--- config.mk ---
export PLATFORM = sky130hd
export DESIGN_NAME = q_perm_pipe
export DESIGN_NICKNAME = d
export VERILOG_FILES = /design/src/rtl/q_perm_pipe_pkg.sv /design/src/rtl/q_perm_pipe_half.sv /design/src/rtl/q_perm_pipe.sv
export SDC_FILE = /design/constraint.sdc
export NUM_CORES = 1
export LEC_CHECK = 0
export BUFFER_PORTS_ARGS = -buffer_cell sky130_fd_sc_hd__buf_2
export CAP_MARGIN = 10
export CORE_MARGIN = 5
export CORE_UTILIZATION = 60
export CTS_CLUSTER_DIAMETER = 30
export DETAILED_ROUTE_END_ITERATION = 8
export GPL_TIMING_DRIVEN = 0
export PLACE_DENSITY = 0.84
export SLEW_MARGIN = 10
export SYNTH_ARGS = -nofsm -noshare
export SYNTH_HDL_FRONTEND = slang
export SYNTH_HIERARCHICAL = 1
export SYNTH_SLANG_ARGS = --single-unit
--- constraint.sdc ---
create_clock -name clk -period 5.5 [get_ports clk]
set_input_delay 1.1 -clock clk [delete_from_list [all_inputs] [get_ports clk]]
set_output_delay 1.1 -clock clk [all_outputs]
set_load 0.03 [all_outputs]
--- src/rtl/q_perm_pipe_pkg.sv ---
// Shared definitions for the Twofish q-permutation pipeline: nibble t-boxes,
// lane mode encodings and the small 4-bit mixing helpers.
package q_perm_pkg;

    localparam logic Q_MODE_Q0 = 1'b0;
    localparam logic Q_MODE_Q1 = 1'b1;

    localparam logic [3:0] Q0_T0 [0:15] = '{4'h8, 4'h1, 4'h7, 4'hD, 4'h6, 4'hF, 4'h3, 4'h2,
                                            4'h0, 4'hB, 4'h5, 4'h9, 4'hE, 4'hC, 4'hA, 4'h4};
    localparam logic [3:0] Q0_T1 [0:15] = '{4'hE, 4'hC, 4'hB, 4'h8, 4'h1, 4'h2, 4'h3, 4'h5,
                                            4'hF, 4'h4, 4'hA, 4'h6, 4'h7, 4'h0, 4'h9, 4'hD};
    localparam logic [3:0] Q0_T2 [0:15] = '{4'hB, 4'hA, 4'h5, 4'hE, 4'h6, 4'hD, 4'h9, 4'h0,
                                            4'hC, 4'h8, 4'hF, 4'h3, 4'h2, 4'h4, 4'h7, 4'h1};
    localparam logic [3:0] Q0_T3 [0:15] = '{4'hD, 4'h7, 4'hF, 4'h4, 4'h1, 4'h2, 4'h6, 4'hE,
                                            4'h9, 4'hB, 4'h3, 4'h0, 4'h8, 4'h5, 4'hC, 4'hA};
    localparam logic [3:0] Q1_T0 [0:15] = '{4'h2, 4'h8, 4'hB, 4'hD, 4'hF, 4'h7, 4'h6, 4'hE,
                                            4'h3, 4'h1, 4'h9, 4'h4, 4'h0, 4'hA, 4'hC, 4'h5};
    localparam logic [3:0] Q1_T1 [0:15] = '{4'h1, 4'hE, 4'h2, 4'hB, 4'h4, 4'hC, 4'h3, 4'h7,
                                            4'h6, 4'hD, 4'hA, 4'h5, 4'hF, 4'h9, 4'h0, 4'h8};
    localparam logic [3:0] Q1_T2 [0:15] = '{4'h4, 4'hC, 4'h7, 4'h5, 4'h1, 4'h6, 4'h9, 4'hA,
                                            4'h0, 4'hE, 4'hD, 4'h8, 4'h2, 4'hB, 4'h3, 4'hF};
    localparam logic [3:0] Q1_T3 [0:15] = '{4'hB, 4'h9, 4'h5, 4'h1, 4'hC, 4'h3, 4'hD, 4'hE,
                                            4'h6, 4'h4, 4'h7, 4'hF, 4'h2, 4'h0, 4'h8, 4'hA};

    function automatic logic [3:0] ror4(input logic [3:0] x);
        return {x[0], x[3:1]};
    endfunction

    function automatic logic [3:0] mul8mod16(input logic [3:0] x);
        return {x[0], 3'b000};
    endfunction

    // sel picks t0..t3; round 1 uses t0/t1, round 2 uses t2/t3.
    function automatic logic [3:0] tbox(input logic mode, input logic [1:0] sel,
                                        input logic [3:0] idx);
        logic [3:0] r;
        case ({mode, sel})
            {Q_MODE_Q0, 2'd0}: r = Q0_T0[idx];
            {Q_MODE_Q0, 2'd1}: r = Q0_T1[idx];
            {Q_MODE_Q0, 2'd2}: r = Q0_T2[idx];
            {Q_MODE_Q0, 2'd3}: r = Q0_T3[idx];
            {Q_MODE_Q1, 2'd0}: r = Q1_T0[idx];
            {Q_MODE_Q1, 2'd1}: r = Q1_T1[idx];
            {Q_MODE_Q1, 2'd2}: r = Q1_T2[idx];
            {Q_MODE_Q1, 2'd3}: r = Q1_T3[idx];
            default:           r = 4'h0;
        endcase
        return r;
    endfunction

endpackage

--- src/rtl/q_perm_pipe_half.sv ---
// One mixing round of the q-permutation on a nibble pair: combine a/b,
// then substitute through the round's two t-boxes.
module q_perm_half
    import q_perm_pkg::*;
(
    input  logic [3:0] a,
    input  logic [3:0] b,
    input  logic       mode,
    input  logic       rnd,
    output logic [3:0] a_n,
    output logic [3:0] b_n
);

    logic [3:0] a_mix_s;
    logic [3:0] b_mix_s;

    // Mix and substitute for one round.
    always_comb begin
        a_mix_s = a ^ b;
        b_mix_s = a ^ ror4(b) ^ mul8mod16(a);
        a_n     = tbox(mode, {rnd, 1'b0}, a_mix_s);
        b_n     = tbox(mode, {rnd, 1'b1}, b_mix_s);
    end

endmodule

--- src/rtl/q_perm_pipe.sv ---
// Multi-lane pipelined Twofish q0/q1 permutation with valid/ready flow control.
// Optional output transfer/stall counters are built when Q_PERM_PIPE_STATS_EN is defined.
module q_perm_pipe
    import q_perm_pkg::*;
#(
    parameter int LANES       = 4,
    parameter int PIPE_STAGES = 2
) (
    input  logic                 clk,
    input  logic                 rst,
    input  logic                 flush,
    input  logic                 in_valid,
    output logic                 in_ready,
    input  logic [8*LANES-1:0]   in_data,
    input  logic [LANES-1:0]     in_mode,
    output logic                 out_valid,
    input  logic                 out_ready,
    output logic [8*LANES-1:0]   out_data
`ifdef Q_PERM_PIPE_STATS_EN
    ,
    output logic [31:0]          stat_xfers,
    output logic [31:0]          stat_stalls
`endif
);

    logic [LANES-1:0][3:0] r1_a_s;
    logic [LANES-1:0][3:0] r1_b_s;
    logic [LANES-1:0][3:0] r2_in_a_s;
    logic [LANES-1:0][3:0] r2_in_b_s;
    logic [LANES-1:0]      r2_mode_s;
    logic [LANES-1:0][3:0] r2_a_s;
    logic [LANES-1:0][3:0] r2_b_s;
    logic [8*LANES-1:0]    perm_s;

    logic                  in_rdy_s;
    logic                  out_v_q;
    logic                  out_v_d;
    logic [8*LANES-1:0]    out_data_q;
    logic [8*LANES-1:0]    out_data_d;

    for (genvar k = 0; k < LANES; k++) begin : g_lane
        q_perm_half u_round1 (
            .a    (in_data[8*k+4 +: 4]),
            .b    (in_data[8*k   +: 4]),
            .mode (in_mode[k]),
            .rnd  (1'b0),
            .a_n  (r1_a_s[k]),
            .b_n  (r1_b_s[k])
        );
        q_perm_half u_round2 (
            .a    (r2_in_a_s[k]),
            .b    (r2_in_b_s[k]),
            .mode (r2_mode_s[k]),
            .rnd  (1'b1),
            .a_n  (r2_a_s[k]),
            .b_n  (r2_b_s[k])
        );
        assign perm_s[8*k +: 8] = {r2_b_s[k], r2_a_s[k]};
    end

    if (PIPE_STAGES == 2) begin : g_two
        logic [LANES-1:0][3:0] mid_a_q;
        logic [LANES-1:0][3:0] mid_a_d;
        logic [LANES-1:0][3:0] mid_b_q;
        logic [LANES-1:0][3:0] mid_b_d;
        logic [LANES-1:0]      mid_mode_q;
        logic [LANES-1:0]      mid_mode_d;
        logic                  mid_v_q;
        logic                  mid_v_d;
        logic                  out_adv_s;
        logic                  mid_adv_s;
        logic                  in_load_s;

        // Backpressure ripples combinationally from out_ready to in_ready.
        always_comb begin
            out_adv_s  = out_v_q && out_ready;
            mid_adv_s  = mid_v_q && (!out_v_q || out_adv_s);
            in_rdy_s   = !mid_v_q || mid_adv_s;
            in_load_s  = in_valid && in_rdy_s && !flush;
            mid_a_d    = mid_a_q;
            mid_b_d    = mid_b_q;
            mid_mode_d = mid_mode_q;
            out_data_d = out_data_q;
            if (flush) begin
                mid_v_d = 1'b0;
                out_v_d = 1'b0;
            end else begin
                mid_v_d = in_load_s ? 1'b1 : (mid_adv_s ? 1'b0 : mid_v_q);
                out_v_d = mid_adv_s ? 1'b1 : (out_adv_s ? 1'b0 : out_v_q);
            end
            if (in_load_s) begin
                mid_a_d    = r1_a_s;
                mid_b_d    = r1_b_s;
                mid_mode_d = in_mode;
            end else begin
                mid_a_d    = mid_a_q;
            end
            if (mid_adv_s && !flush) begin
                out_data_d = perm_s;
            end else begin
                out_data_d = out_data_q;
            end
        end

        // Round-1 result register between the two t-box rounds.
        always_ff @(posedge clk or posedge rst) begin
            if (rst) begin
                mid_v_q    <= 1'b0;
                mid_a_q    <= '0;
                mid_b_q    <= '0;
                mid_mode_q <= '0;
            end else begin
                mid_v_q    <= mid_v_d;
                mid_a_q    <= mid_a_d;
                mid_b_q    <= mid_b_d;
                mid_mode_q <= mid_mode_d;
            end
        end

        assign r2_in_a_s = mid_a_q;
        assign r2_in_b_s = mid_b_q;
        assign r2_mode_s = mid_mode_q;
    end else begin : g_one
        logic out_adv_s;
        logic in_load_s;

        // Single stage: both rounds feed the output register directly.
        always_comb begin
            out_adv_s = out_v_q && out_ready;
            in_rdy_s  = !out_v_q || out_adv_s;
            in_load_s = in_valid && in_rdy_s && !flush;
            if (flush) begin
                out_v_d = 1'b0;
            end else begin
                out_v_d = in_load_s ? 1'b1 : (out_adv_s ? 1'b0 : out_v_q);
            end
            if (in_load_s) begin
                out_data_d = perm_s;
            end else begin
                out_data_d = out_data_q;
            end
        end

        assign r2_in_a_s = r1_a_s;
        assign r2_in_b_s = r1_b_s;
        assign r2_mode_s = in_mode;
    end

    // Output stage register.
    always_ff @(posedge clk or posedge rst) begin
        if (rst) begin
            out_v_q    <= 1'b0;
            out_data_q <= '0;
        end else begin
            out_v_q    <= out_v_d;
            out_data_q <= out_data_d;
        end
    end

    assign in_ready  = in_rdy_s;
    assign out_valid = out_v_q;
    assign out_data  = out_data_q;

`ifdef Q_PERM_PIPE_STATS_EN
    logic [31:0] xfers_q;
    logic [31:0] xfers_d;
    logic [31:0] stalls_q;
    logic [31:0] stalls_d;

    // Saturating counters of output transfers and output stall cycles.
    always_comb begin
        xfers_d  = xfers_q;
        stalls_d = stalls_q;
        if (flush) begin
            xfers_d  = 32'd0;
            stalls_d = 32'd0;
        end else begin
            if (out_v_q && out_ready && (xfers_q != 32'hFFFF_FFFF)) begin
                xfers_d = xfers_q + 32'd1;
            end else begin
                xfers_d = xfers_q;
            end
            if (out_v_q && !out_ready && (stalls_q != 32'hFFFF_FFFF)) begin
                stalls_d = stalls_q + 32'd1;
            end else begin
                stalls_d = stalls_q;
            end
        end
    end

    // Statistics registers.
    always_ff @(posedge clk or posedge rst) begin
        if (rst) begin
            xfers_q  <= 32'd0;
            stalls_q <= 32'd0;
        end else begin
            xfers_q  <= xfers_d;
            stalls_q <= stalls_d;
        end
    end

    assign stat_xfers  = xfers_q;
    assign stat_stalls = stalls_q;
`endif

endmodule

### Word level (Yosys, flattened, before mapping)

Memories as Yosys holds them, arrays and structs flattened.
Index checks and enable logic that the tools add are counted.

* bits in registers: 70
* memory bits (read-only): 2560
* output and inout port bits: 34
* word-level logic and storage cells: 234
* memories kept: 40

Memories
* (no name shown): words 16, width 4, rd ports 1, clocked after memory_dff 0, wr ports 0, RTL line q_perm_pipe_pkg.sv:39 `{Q_MODE_Q0, 2'd1}: r = Q0_T1[idx];`
* (no name shown): words 16, width 4, rd ports 1, clocked after memory_dff 0, wr ports 0, RTL line q_perm_pipe_pkg.sv:44 `{Q_MODE_Q1, 2'd2}: r = Q1_T2[idx];`
* (no name shown): words 16, width 4, rd ports 1, clocked after memory_dff 0, wr ports 0, RTL line q_perm_pipe_pkg.sv:38 `{Q_MODE_Q0, 2'd0}: r = Q0_T0[idx];`
* (no name shown): words 16, width 4, rd ports 1, clocked after memory_dff 0, wr ports 0, RTL line q_perm_pipe_pkg.sv:40 `{Q_MODE_Q0, 2'd2}: r = Q0_T2[idx];`
* (no name shown): words 16, width 4, rd ports 1, clocked after memory_dff 0, wr ports 0, RTL line q_perm_pipe_pkg.sv:45 `{Q_MODE_Q1, 2'd3}: r = Q1_T3[idx];`
* (no name shown): words 16, width 4, rd ports 1, clocked after memory_dff 0, wr ports 0, RTL line q_perm_pipe_pkg.sv:38
* +34 memories

* order comparisons: 16
* mux-type cells: 102
* bitwise gates (word level): 44
* reductions and logical operators: 20

Operators with widths (number)
* $mux W4: 80
* $pmux W4 S3: 8
* $xor A4 B4 Y4: 24
* $ge A5 B5 Y1 const B: 16
* $not A4 Y5: 16
* $pmux W4 S2: 8
* $logic_not A2 Y1: 8
* $mux W1: 6
* $reduce_bool A3 Y1: 2
* $logic_and A1 B1 Y1: 5
* $not A1 Y1: 4
* $logic_not A1 Y1: 3
* $logic_or A1 B1 Y1: 2

### Logic depth before layout (Yosys ltp)

Gate-level depths: netlist (run 1).

* word-level depth: 8
* depth in mapped cells: 10
* depth with buffers taken out: 9

### By module

The synthesis (run 1) kept the hierarchy.

By module, submodules not included
* q_perm_half at g_lane[0].u_round1 ...: instances 6, cells an instance 209, area an instance 1451.4 µm²
* q_perm_pipe: instances 1, cells an instance 156, area an instance 2690.1 µm²
* q_perm_half at g_lane[3].u_round1 ...: instances 2, cells an instance 190, area an instance 1267.5 µm²

### Least setup slack after synthesis (run 1)

No wires, ideal clock.

* path kind: input port to flip-flop
* start point: input in_data[25]
* end point: register g_two.mid_a_q[15] (netlist bit)
* arrival time: 3.322 ns
* required time: 5.375 ns
* slack: 2.053 ns
* stages: 9
* path buffers: 1
* cell sequence: buf_2 xnor2_1 inv_1 ha_1 nor2_1 o21ai_0 o31ai_1 mux4_2 mux2_2

RTL lines
* start, declared: RTL line q_perm_pipe.sv:14 `input logic [8*LANES-1:0] in_data,`
* end signal, assigned: RTL line q_perm_pipe.sv:114 `mid_a_q <= mid_a_d;`
* end, declared: RTL line q_perm_pipe.sv:62 `logic [LANES-1:0][3:0] mid_a_q;`

==> results.toml, run 1 <==
[die]
dieArea_sq_mm = 0.0264
dieHeight_microns = 162
core_sq_mm = 0.0228
rows = 55
io_pins = 75
start_util_pct = 61.2
die-width_microns = 162

[clock_network]
cts_tree = "done"
cts.sinks = 70
clock_path_buffers = 2
post-cts-setup-buffers = 0
ctsResizeCount = 0
cts_hold_buf = 0
clock_latency_ns = 0.35
root_buffer = "clkbuf_16"
cts_made_buffers = 9
clkSlewWorstSetupHoldPaths_ns = 0.05
cts_max_level = 3

[worst_setup_path]
cp-start-kind = "primary input"
cp_max_fo = 11
cp.required_ns = 5.72
arrival_ns = 3.85
critical_path_class = "primary input to flop"
worst_setup_path_end_kind = "flop"

[grt]
grt_pass1_wl_microns = 63900
grt_pass1_vias = 13000
antenna_found_initial = 4
grt_max_degree = 60
grt_overflow_total = 0
grt.total_usage_pct = 28.0

[place]
dp_hpwl_microns = 28500
placedInstanceArea_sq_mm = 0.0147
gp_congestion = 0.980
port_buffers = 65

[routing]
route.antenna.remaining_nets = 0
wl_per_cell_microns = 17.7
route.detailed.drc = 0
routed_wl_microns = 39000
drt_iter0_drc = 1649
num_vias = 14500
viasPerCell = 6.57
drt-pass1-iter-count = 6

[job]
cap_viol_max_count = 0

[cells_and_area]
antenna_cells = 0
mostFrequentLayoutCell = "nand2_1"
nNetsFinal = 2034
n_fill_cell = 1936
mostFrequentLayoutCells = "nand2_1, a21oi_1, buf_2, nor2_1, ha_1"
final_core_util_pct = 66.0
drive_above_1_share_pct = 17.0
stdcell_area_sq_mm = 0.0150
syn_to_final_growth_pct = 7.95

[power]
power.total_mw = 7.53
p_leak_nw = 6.22
ir_drop_mv = 0.421
power.density_mw_per_mm2 = 501

[logic_synthesis]
synth_async_sr_flop_share_pct = 100
netlist_area_sq_mm = 0.0139
synth_top_cell_by_area = "dfrtp_1"
yosys.cell_types.count = 68
synth_cells = 1790
synth_edf_count = 0
synth_seq_area_share_pct = 12.6
synth_ff_type = "dfrtp_1"
avgSynthCellArea_sq_um = 7.78
ys_ff_latch = 70
yosys_warnings = 6
synth_area_leaders = "dfrtp_1, ha_1, mux2_2"
yosysTopAreaCellShare_pct = 12.6

[timing]
rsz0062_at_grt = "false"
slew_headroom_pct = 37.8
whs_ns = 0.482
clock.fmax_mhz = 276
setup_viol = 0
timing_hold_violations_final = 0
setup_tns_ns = 0
fin_crit_ns = 3.63
finalMaxSlewViolations = 0
clock_skew_ns = 0.0106
fin_crit_sh_pct = 66.0
worst_pin_slew_ns = 0.927

[worst_hold_path]
hp-class = "flop to flop"

[status]
status = "complete, no violations"
synth_stat cells, types with 14 or more instances:
cell,instances
nand3_1,76
nor3_1,102
a21oi_1,139
o22ai_1,18
buf_2,60
o221ai_1,26
nand4_1,18
o21ai_0,80
a31oi_1,18
xor2_1,38
mux4_2,16
nor2b_1,30
mux2_2,64
o31ai_1,32
buf_6,23
and3_1,16
nor2_1,119
ha_1,112
xnor2_1,32
a211oi_1,44
xor2_2,24
nand2_1,167
a211o_1,18
dfrtp_1,70
a21o_1,14
clkbuf_1,56
nand2b_1,36
o211ai_1,50
inv_1,49
mux2i_1,32
critical path: stages:
cell,delay (ns)
buf_2,0.15
xnor2_1,0.72
inv_1,0.29
ha_1,0.44
nor2_1,0.11
o21ai_0,0.18
o31ai_1,0.09
mux4_2,0.49
mux2_2,0.27
sequential cells by signal, summed over array words and instances, names as in the netlist:
signal	count
out_data	32
g_two.mid_a_q	16
g_two.mid_b_q	16
g_two.mid_mode_q	4
g_two.mid_v_q	1
out_valid	1
metrics by stage:
step / instances / worst slack (ns)
global route: 2199 / 1.71
floorplan: 1804 / 2.05
finish: 2199 / 1.87
global placement: 2182 / 1.55
detailed placement: 2183 / 1.55
CTS: 2199 / 1.89
layer usage:
metal | GRT usage (%) | share of wire, % | routed length [microns]
met1 | 39.9 | 43 | 16900
met2 | 45.5 | 46 | 18000
met3 | 4.23 | 8.8 | 3420
met4 | 5.81 | 1.6 | 638
met5 | 0 | 0.11 | 44
cell type report:
class | count | area, sq um | area share, %
repair buffers | 66 | 353 | 2.35
plain buffers | 148 | 860 | 5.71
clock buffers | 10 | 239 | 1.59
clock inverters | 6 | 68.8 | 0.458
well taps | 313 | 392 | 2.60
inverters | 61 | 231 | 1.54
multi-input cells | 1525 | 11100 | 74.1
flip-flops and latches | 70 | 1750 | 11.6
worst paths after layout:
check                      cells after the start                     startpoint                       endpoint  slack, ns
max                                            9                    in_data[25]  g_two.mid_a_q[15]$_DFFE_PP0P_       1.87
min                                            1  g_two.mid_b_q[12]$_DFFE_PP0P_  g_two.mid_b_q[12]$_DFFE_PP0P_       0.48
max reg2reg                                    9   g_two.mid_b_q[9]$_DFFE_PP0P_       out_data[20]$_DFFE_PP0P_       2.35
min reg2reg                                    1  g_two.mid_b_q[12]$_DFFE_PP0P_  g_two.mid_b_q[12]$_DFFE_PP0P_       0.48
max in group asynchronous                      3                            rst  g_two.mid_b_q[11]$_DFFE_PP0P_       4.28
min in group asynchronous                      2                            rst          out_valid$_DFFE_PP0P_       0.66
report_power, final:
group          internal, mW  switching, mW
sequential            0.712          0.181
combinational          2.35           3.68
clock                 0.366          0.243
total                  3.43           4.10
cell families (layout without fill, tap and decap cells):
logic type,after synthesis,after routing,share of synthesized area (%)
mux,122,122,10.9
xor+xnor,116,116,10.6
buf+inv,209,291,7.81
compound gates,552,552,27.0
fa+ha+maj,112,112,10.1
other cells,2,16,0.0539
flops,70,70,12.6
simple gates,607,607,21.0
(Power assumes the default switching activity.)
==> inputs of run 2 (changes only) <==
--- a/config.mk
+++ b/config.mk
@@ -8,11 +8,11 @@
 export BUFFER_PORTS_ARGS = -buffer_cell sky130_fd_sc_hd__buf_2
 export CAP_MARGIN = 10
 export CORE_MARGIN = 5
-export CORE_UTILIZATION = 60
+export CORE_UTILIZATION = 58
 export CTS_CLUSTER_DIAMETER = 30
 export DETAILED_ROUTE_END_ITERATION = 8
 export GPL_TIMING_DRIVEN = 0
-export PLACE_DENSITY = 0.84
+export PLACE_DENSITY = 0.85
 export SLEW_MARGIN = 10
 export SYNTH_ARGS = -nofsm -noshare
 export SYNTH_HDL_FRONTEND = slang
==> constraint.sdc (replaced) <==
create_clock -name clk -period 3.05 [get_ports clk]
set_input_delay 0.61 -clock clk [delete_from_list [all_inputs] [get_ports clk]]
set_output_delay 0.61 -clock clk [all_outputs]
set_load 0.03 [all_outputs]
==> results.toml, run 2 (synthesis gave the netlist of run 1 again) <==
[die]
dieHeight_microns = 165
die-width_microns = 165
dieArea_sq_mm = 0.0272
rows = 56
core_sq_mm = 0.0235
start_util_pct = 59.2
io_pins = 75

[clock_network]
cts_made_buffers = 9
cts_max_level = 3
root_buffer = "clkbuf_16"
clock_latency_ns = 0.35
cts_tree = "done"
post-cts-setup-buffers = 0
cts_hold_buf = 0
cts.sinks = 70
clkSlewWorstSetupHoldPaths_ns = 0.06
clock_path_buffers = 2

[grt]
grt_pass1_wl_microns = 64500
antenna_found_initial = 6
grt_overflow_total = 0
grt_max_degree = 43
grt_pass1_vias = 13000
grt.total_usage_pct = 28.0

[routing]
wl_per_cell_microns = 17.8
route.detailed.drc = 0
routed_wl_microns = 39200
drt-pass1-iter-count = 6
num_vias = 14600
drt_iter0_drc = 1946
route.antenna.remaining_nets = 0
viasPerCell = 6.59

[timing]
finalMaxSlewViolations = 0
worst_pin_slew_ns = 0.834
clock.fmax_mhz = 345
clock_skew_ns = 0.0107
setup_viol = 0
rsz0062_at_grt = "true"
fin_crit_ns = 2.90
slew_headroom_pct = 44.2
timing_hold_violations_final = 0
fin_ws_ns = 0.149
fin_crit_sh_pct = 95.1

[power]
p_leak_nw = 6.24
power.density_mw_per_mm2 = 898
ir_drop_mv = 0.810

[place]
dp_hpwl_microns = 28600
gp_congestion = 1.00
port_buffers = 65
placedCellCount = 2189
dp_slack_ns = -0.406

[worst_setup_path]
critical-path-top-delay-family = "buffers and inverters"
cp-start-kind = "flop"
path_buf_inv = 2
reg2reg_depth = 9
reg2reg_to = "out_data[4]$_DFFE_PP0P_"
arrival_ns = 3.14
cpMaxStageDelayCell = "dfrtp_1"
worst_setup_path_end_kind = "flop"
cp.required_ns = 3.28
crit_chain = "clkbuf_1 > xor2_2 > ha_1 > clkbuf_1 > nor2b_1 > o311a_1 > a21oi_1 > nand4_1 > mux2_2"
critical_path_class = "flop to flop"
cp_max_fo = 10
r2r_slack_ns = 0.15
critPathMostFrequentCell = "clkbuf_1"
slowest_delay_ns = 0.44
reg2reg_from = "g_two.mid_b_q[1]$_DFFE_PP0P_"

[cells_and_area]
syn_to_final_growth_pct = 8.82
layout.cells.non_filler = 2209
largest_register_ffs = 32
nNetsFinal = 2034
final_core_util_pct = 64.4
mostFrequentLayoutCell = "nand2_1"
mostFrequentLayoutCells = "nand2_1, a21oi_1, buf_2, nor2_1, ha_1"
drive_above_1_share_pct = 17.6

[worst_hold_path]
hp-class = "primary input to async pin"

[job]
cap_viol_max_count = 0

[status]
status = "complete, no violations"
run 2: worst max path at each step:
stage	to	from	cells past startpoint	slack (ns)
floorplan	g_two.mid_a_q[15]$_DFFE_PP0P_	in_data[25]	9	0.09
global placement	out_data[12]$_DFFE_PP0P_	rst	2	-0.38
detailed placement	g_two.mid_a_q[15]$_DFFE_PP0P_	in_data[25]	9	-0.41
CTS	out_data[4]$_DFFE_PP0P_	g_two.mid_b_q[1]$_DFFE_PP0P_	9	0.05
global route	out_data[4]$_DFFE_PP0P_	g_two.mid_b_q[1]$_DFFE_PP0P_	9	-0.03
finish	out_data[4]$_DFFE_PP0P_	g_two.mid_b_q[1]$_DFFE_PP0P_	9	0.15
run 2: where the power goes:
| part | internal, mW | switching [mW] | leakage [nW] | total (mW) |
|---|---|---|---|---|
| clock network | 0.682 | 0.446 | 0.145 | 1.13 |
| logic | 4.26 | 6.62 | 5.27 | 10.9 |
| registers | 1.28 | 0.323 | 0.824 | 1.61 |
run 2: what timing repair did:
| action | 4_1_cts | 5_1_grt |
|---|---|---|
| pin swaps | 0 | 0 |
| endpoints found under the setup margin | 4 | 19 |
| resized for setup | 2 | 11 |
| cloned | 0 | 0 |
run 2: cell type report:
cell class	instances	area, sq um
flip-flops and latches	70	1750
plain buffers	148	860
diodes	4	10.0
well taps	319	399
clock inverters	4	53.8
clock buffers	12	256
inverters	61	231
repair buffers	66	353
fillers	2058	8380
multi-input cells	1525	11200
run 2: metal layers:
metal | routed length [microns] | GRT usage, % | up-vias
met4 | 849 | 8.39 | 4
met1 | 16500 | 39.1 | 6806
met3 | 3430 | 4.19 | 97
li1 | - | - | 6831
met2 | 18400 | 44.8 | 827
met5 | 27 | 0 | -
run 2: stage by stage:
step | instance area [sq um] | hold slack (ns) | TNS, ns | power (mW)
floorplan | 14000 | 0.452 | 0 | 9.90
global placement | 14700 | 0.465 | -27.88 | 11.8
detailed placement | 14700 | 0.469 | -2.70 | 12.1
CTS | 15100 | 0.270 | 0 | 13.3
global route | 15200 | 0.302 | -0.0264 | 14.7
finish | 15200 | 0.265 | 0 | 13.6
==> inputs of run 3 (changes only) <==
--- a/config.mk
+++ b/config.mk
@@ -7,8 +7,8 @@
 export LEC_CHECK = 0
 export BUFFER_PORTS_ARGS = -buffer_cell sky130_fd_sc_hd__buf_2
 export CAP_MARGIN = 10
-export CORE_MARGIN = 5
-export CORE_UTILIZATION = 58
+export CORE_MARGIN = 2
+export CORE_UTILIZATION = 56
 export CTS_CLUSTER_DIAMETER = 30
 export DETAILED_ROUTE_END_ITERATION = 8
 export GPL_TIMING_DRIVEN = 0
@@ -16,5 +16,4 @@
 export SLEW_MARGIN = 10
 export SYNTH_ARGS = -nofsm -noshare
 export SYNTH_HDL_FRONTEND = slang
-export SYNTH_HIERARCHICAL = 1
 export SYNTH_SLANG_ARGS = --single-unit
==> constraint.sdc (replaced) <==
create_clock -name clk -period 3.05 [get_ports clk]
set_input_delay 0.61 -clock clk [delete_from_list [all_inputs] [get_ports clk]]
set_output_delay 0.61 -clock clk [all_outputs]
set_load 0.1 [all_outputs]
==> results.toml, run 3 <==
[clock_network]
cts_tree = "done"
ctsResizeCount = 0
cts_max_level = 3
cts_made_buffers = 9
clock_path_buffers = 2
clkSlewWorstSetupHoldPaths_ns = 0.06
clock_latency_ns = 0.33
root_buffer = "clkbuf_16"
cts_hold_buf = 0
post-cts-setup-buffers = 0
cts.sinks = 70

[worst_setup_path]
worst_setup_path_end_kind = "flop"
reg2reg_depth = 7
cp_max_fo = 10
arrival_ns = 3.04
reg2reg_to = "out_data[8]$_DFFE_PP0P_"
cpMaxStageDelayCell = "xnor2_1"
cp-start-kind = "primary input"
critPathMostFrequentCell = "buf_2"
path_buf_inv = 3
reg2reg_from = "g_two.mid_a_q[4]$_DFFE_PP0P_"
critical-path-top-delay-family = "XOR/XNOR gates"
slowest_delay_ns = 0.60
crit_chain = "buf_2 > buf_2 > xnor2_1 > inv_1 > ha_1 > a21oi_1 > or3_1 > and4_1 > o41ai_1"
r2r_slack_ns = 0.31
startpoint = "in_data[20]"
cp.required_ns = 3.27
critical_path_class = "primary input to flop"

[logic_synthesis]
synthSimpleGateAreaFrac_pct = 14.8
synth-xor-area-share_pct = 14.1
avgSynthCellArea_sq_um = 8.27
synth_top_family_by_area = "compound AO/OA/AOI/OAI gates"
yosysTopAreaCellShare_pct = 20.9
synth_top_cell_by_area = "dfrtp_1"
synthAdderAreaFrac_pct = 11.7
synth-compound-area-share_pct = 24.9
yosys_warnings = 0
synth_ff_type = "dfrtp_1"
yosysMostFrequentCell = "nand2_1"
synth_area_leaders = "dfrtp_1, ha_1, xor2_1"
synth_fp_nets = 1131
yosys.cell_types.count = 70
yosys-top-cells-count = "nand2_1, ha_1, dfrtp_1, nor2_1, o21ai_0"
synth_seq_area_share_pct = 20.9
ys_ff_latch = 70
netlist_area_sq_mm = 0.00839
synth_cells = 1014
synth_edf_count = 0
synth_async_sr_flop_share_pct = 100
synthMuxAreaShare_pct = 7.00

[routing]
routed_wl_microns = 20800
wl_per_cell_microns = 16.2
viasPerCell = 6.25
num_vias = 8007
route.detailed.drc = 0
route.antenna.remaining_nets = 0
drt_iter0_drc = 736
drt-pass1-iter-count = 5

[cells_and_area]
nNetsFinal = 1210
syn_to_final_growth_pct = 10.7
largest_register_ffs = 32
antenna_cells = 0
mostFrequentLayoutCell = "nand2_1"
mostFrequentLayoutCells = "nand2_1, buf_2, ha_1, nor2_1, dfrtp_1"
drive_above_1_share_pct = 14.2
final_core_util_pct = 63.7
stdcell_area_sq_mm = 0.00929

[place]
gp_congestion = 0.917
placedInstanceArea_sq_mm = 0.00898
dp_hpwl_microns = 15300
dp_slack_ns = -0.103
port_buffers = 67

[power]
ir_drop_mv = 0.874
power.density_mw_per_mm2 = 886
p_leak_nw = 4.14

[worst_hold_path]
hp-class = "primary input to async pin"

[timing]
fin_crit_sh_pct = 92.3
finalMaxSlewViolations = 0
timing_hold_violations_final = 0
setup_viol = 0
worst_pin_slew_ns = 1.33
rsz0062_at_grt = "false"
setup_tns_ns = 0
fin_crit_ns = 2.81
slew_headroom_pct = 11.3
clock_skew_ns = 0.00601
fin_ws_ns = 0.236
clock.fmax_mhz = 355

[grt]
grt_pass1_wl_microns = 34400
grt_max_degree = 64
antenna_found_initial = 0
grt_overflow_total = 0
grt.total_usage_pct = 25.6
grt_pass1_vias = 7081

[die]
die-width_microns = 126
rows = 44
start_util_pct = 57.5
io_pins = 75
dieHeight_microns = 126
core_sq_mm = 0.0146
dieArea_sq_mm = 0.0160

[status]
status = "complete, no violations"

[job]
cap_viol_max_count = 0
## run 3: changes by cell type in the layout (fill, tap and decap cells not counted), moves of 44 or more
cell | previous run | this run
mux2_2 | 64 | 6
nand3_1 | 76 | 32
nor2_1 | 119 | 69
nand2_1 | 167 | 99
a21oi_1 | 139 | 62
nor3_1 | 102 | 30
## run 3: worst max path at each step
stage	endpoint	slack, ns	cells past startpoint
3_3_place_gp	out_valid$_DFFE_PP0P_	-0.33	2
3_5_place_dp	g_two.mid_b_q[8]$_DFFE_PP0P_	-0.10	9
2_1_floorplan	g_two.mid_b_q[8]$_DFFE_PP0P_	0.19	6
4_1_cts	g_two.mid_b_q[8]$_DFFE_PP0P_	0.23	9
6_report	g_two.mid_b_q[8]$_DFFE_PP0P_	0.24	9
5_1_grt	g_two.mid_b_q[8]$_DFFE_PP0P_	0.04	9
## run 3: cell families (layout without fill, tap and decap cells)
family,Yosys count,after routing
flip-flops,70,70
adder cells (fa/ha/maj),79,79
buffers and inverters,129,213
XOR/XNOR,108,108
AO/OA/AOI/OAI,315,315
multiplexers,40,40
AND/OR/NAND/NOR,273,273
## run 3: final cells by class
type,count,area (sq um)
buffer,71,338
fill,1236,5300
timing repair buffer,68,363
tap,184,230
clock inverter,3,42.5
sequential,70,1750
inverter,58,220
clock buffer,13,260
multi-input combinational,815,6080
## run 3: routing by layer
layer / track usage (%) / wire length (microns)
met1: 36.7 / 9570
met2: 40.7 / 9550
met3: 3.33 / 1310
met4: 7.30 / 376
met5: 0 / 0
## run 3: power breakdown
group          leakage, nW  switching (mW)  internal, mW
logic                 3.15            3.97          1.72
clock network        0.146           0.398         0.677
registers            0.842           0.221          1.24
total                 4.14            4.59          3.64
## run 3: metrics by stage
step	hold WS (ns)	cells	total power, mW
3_3_place_gp	0.459	1265	6.92
2_1_floorplan	0.495	1014	6.02
6_report	0.159	1282	8.23
3_5_place_dp	0.461	1266	7.05
5_1_grt	0.164	1282	8.73
4_1_cts	0.160	1282	8.16
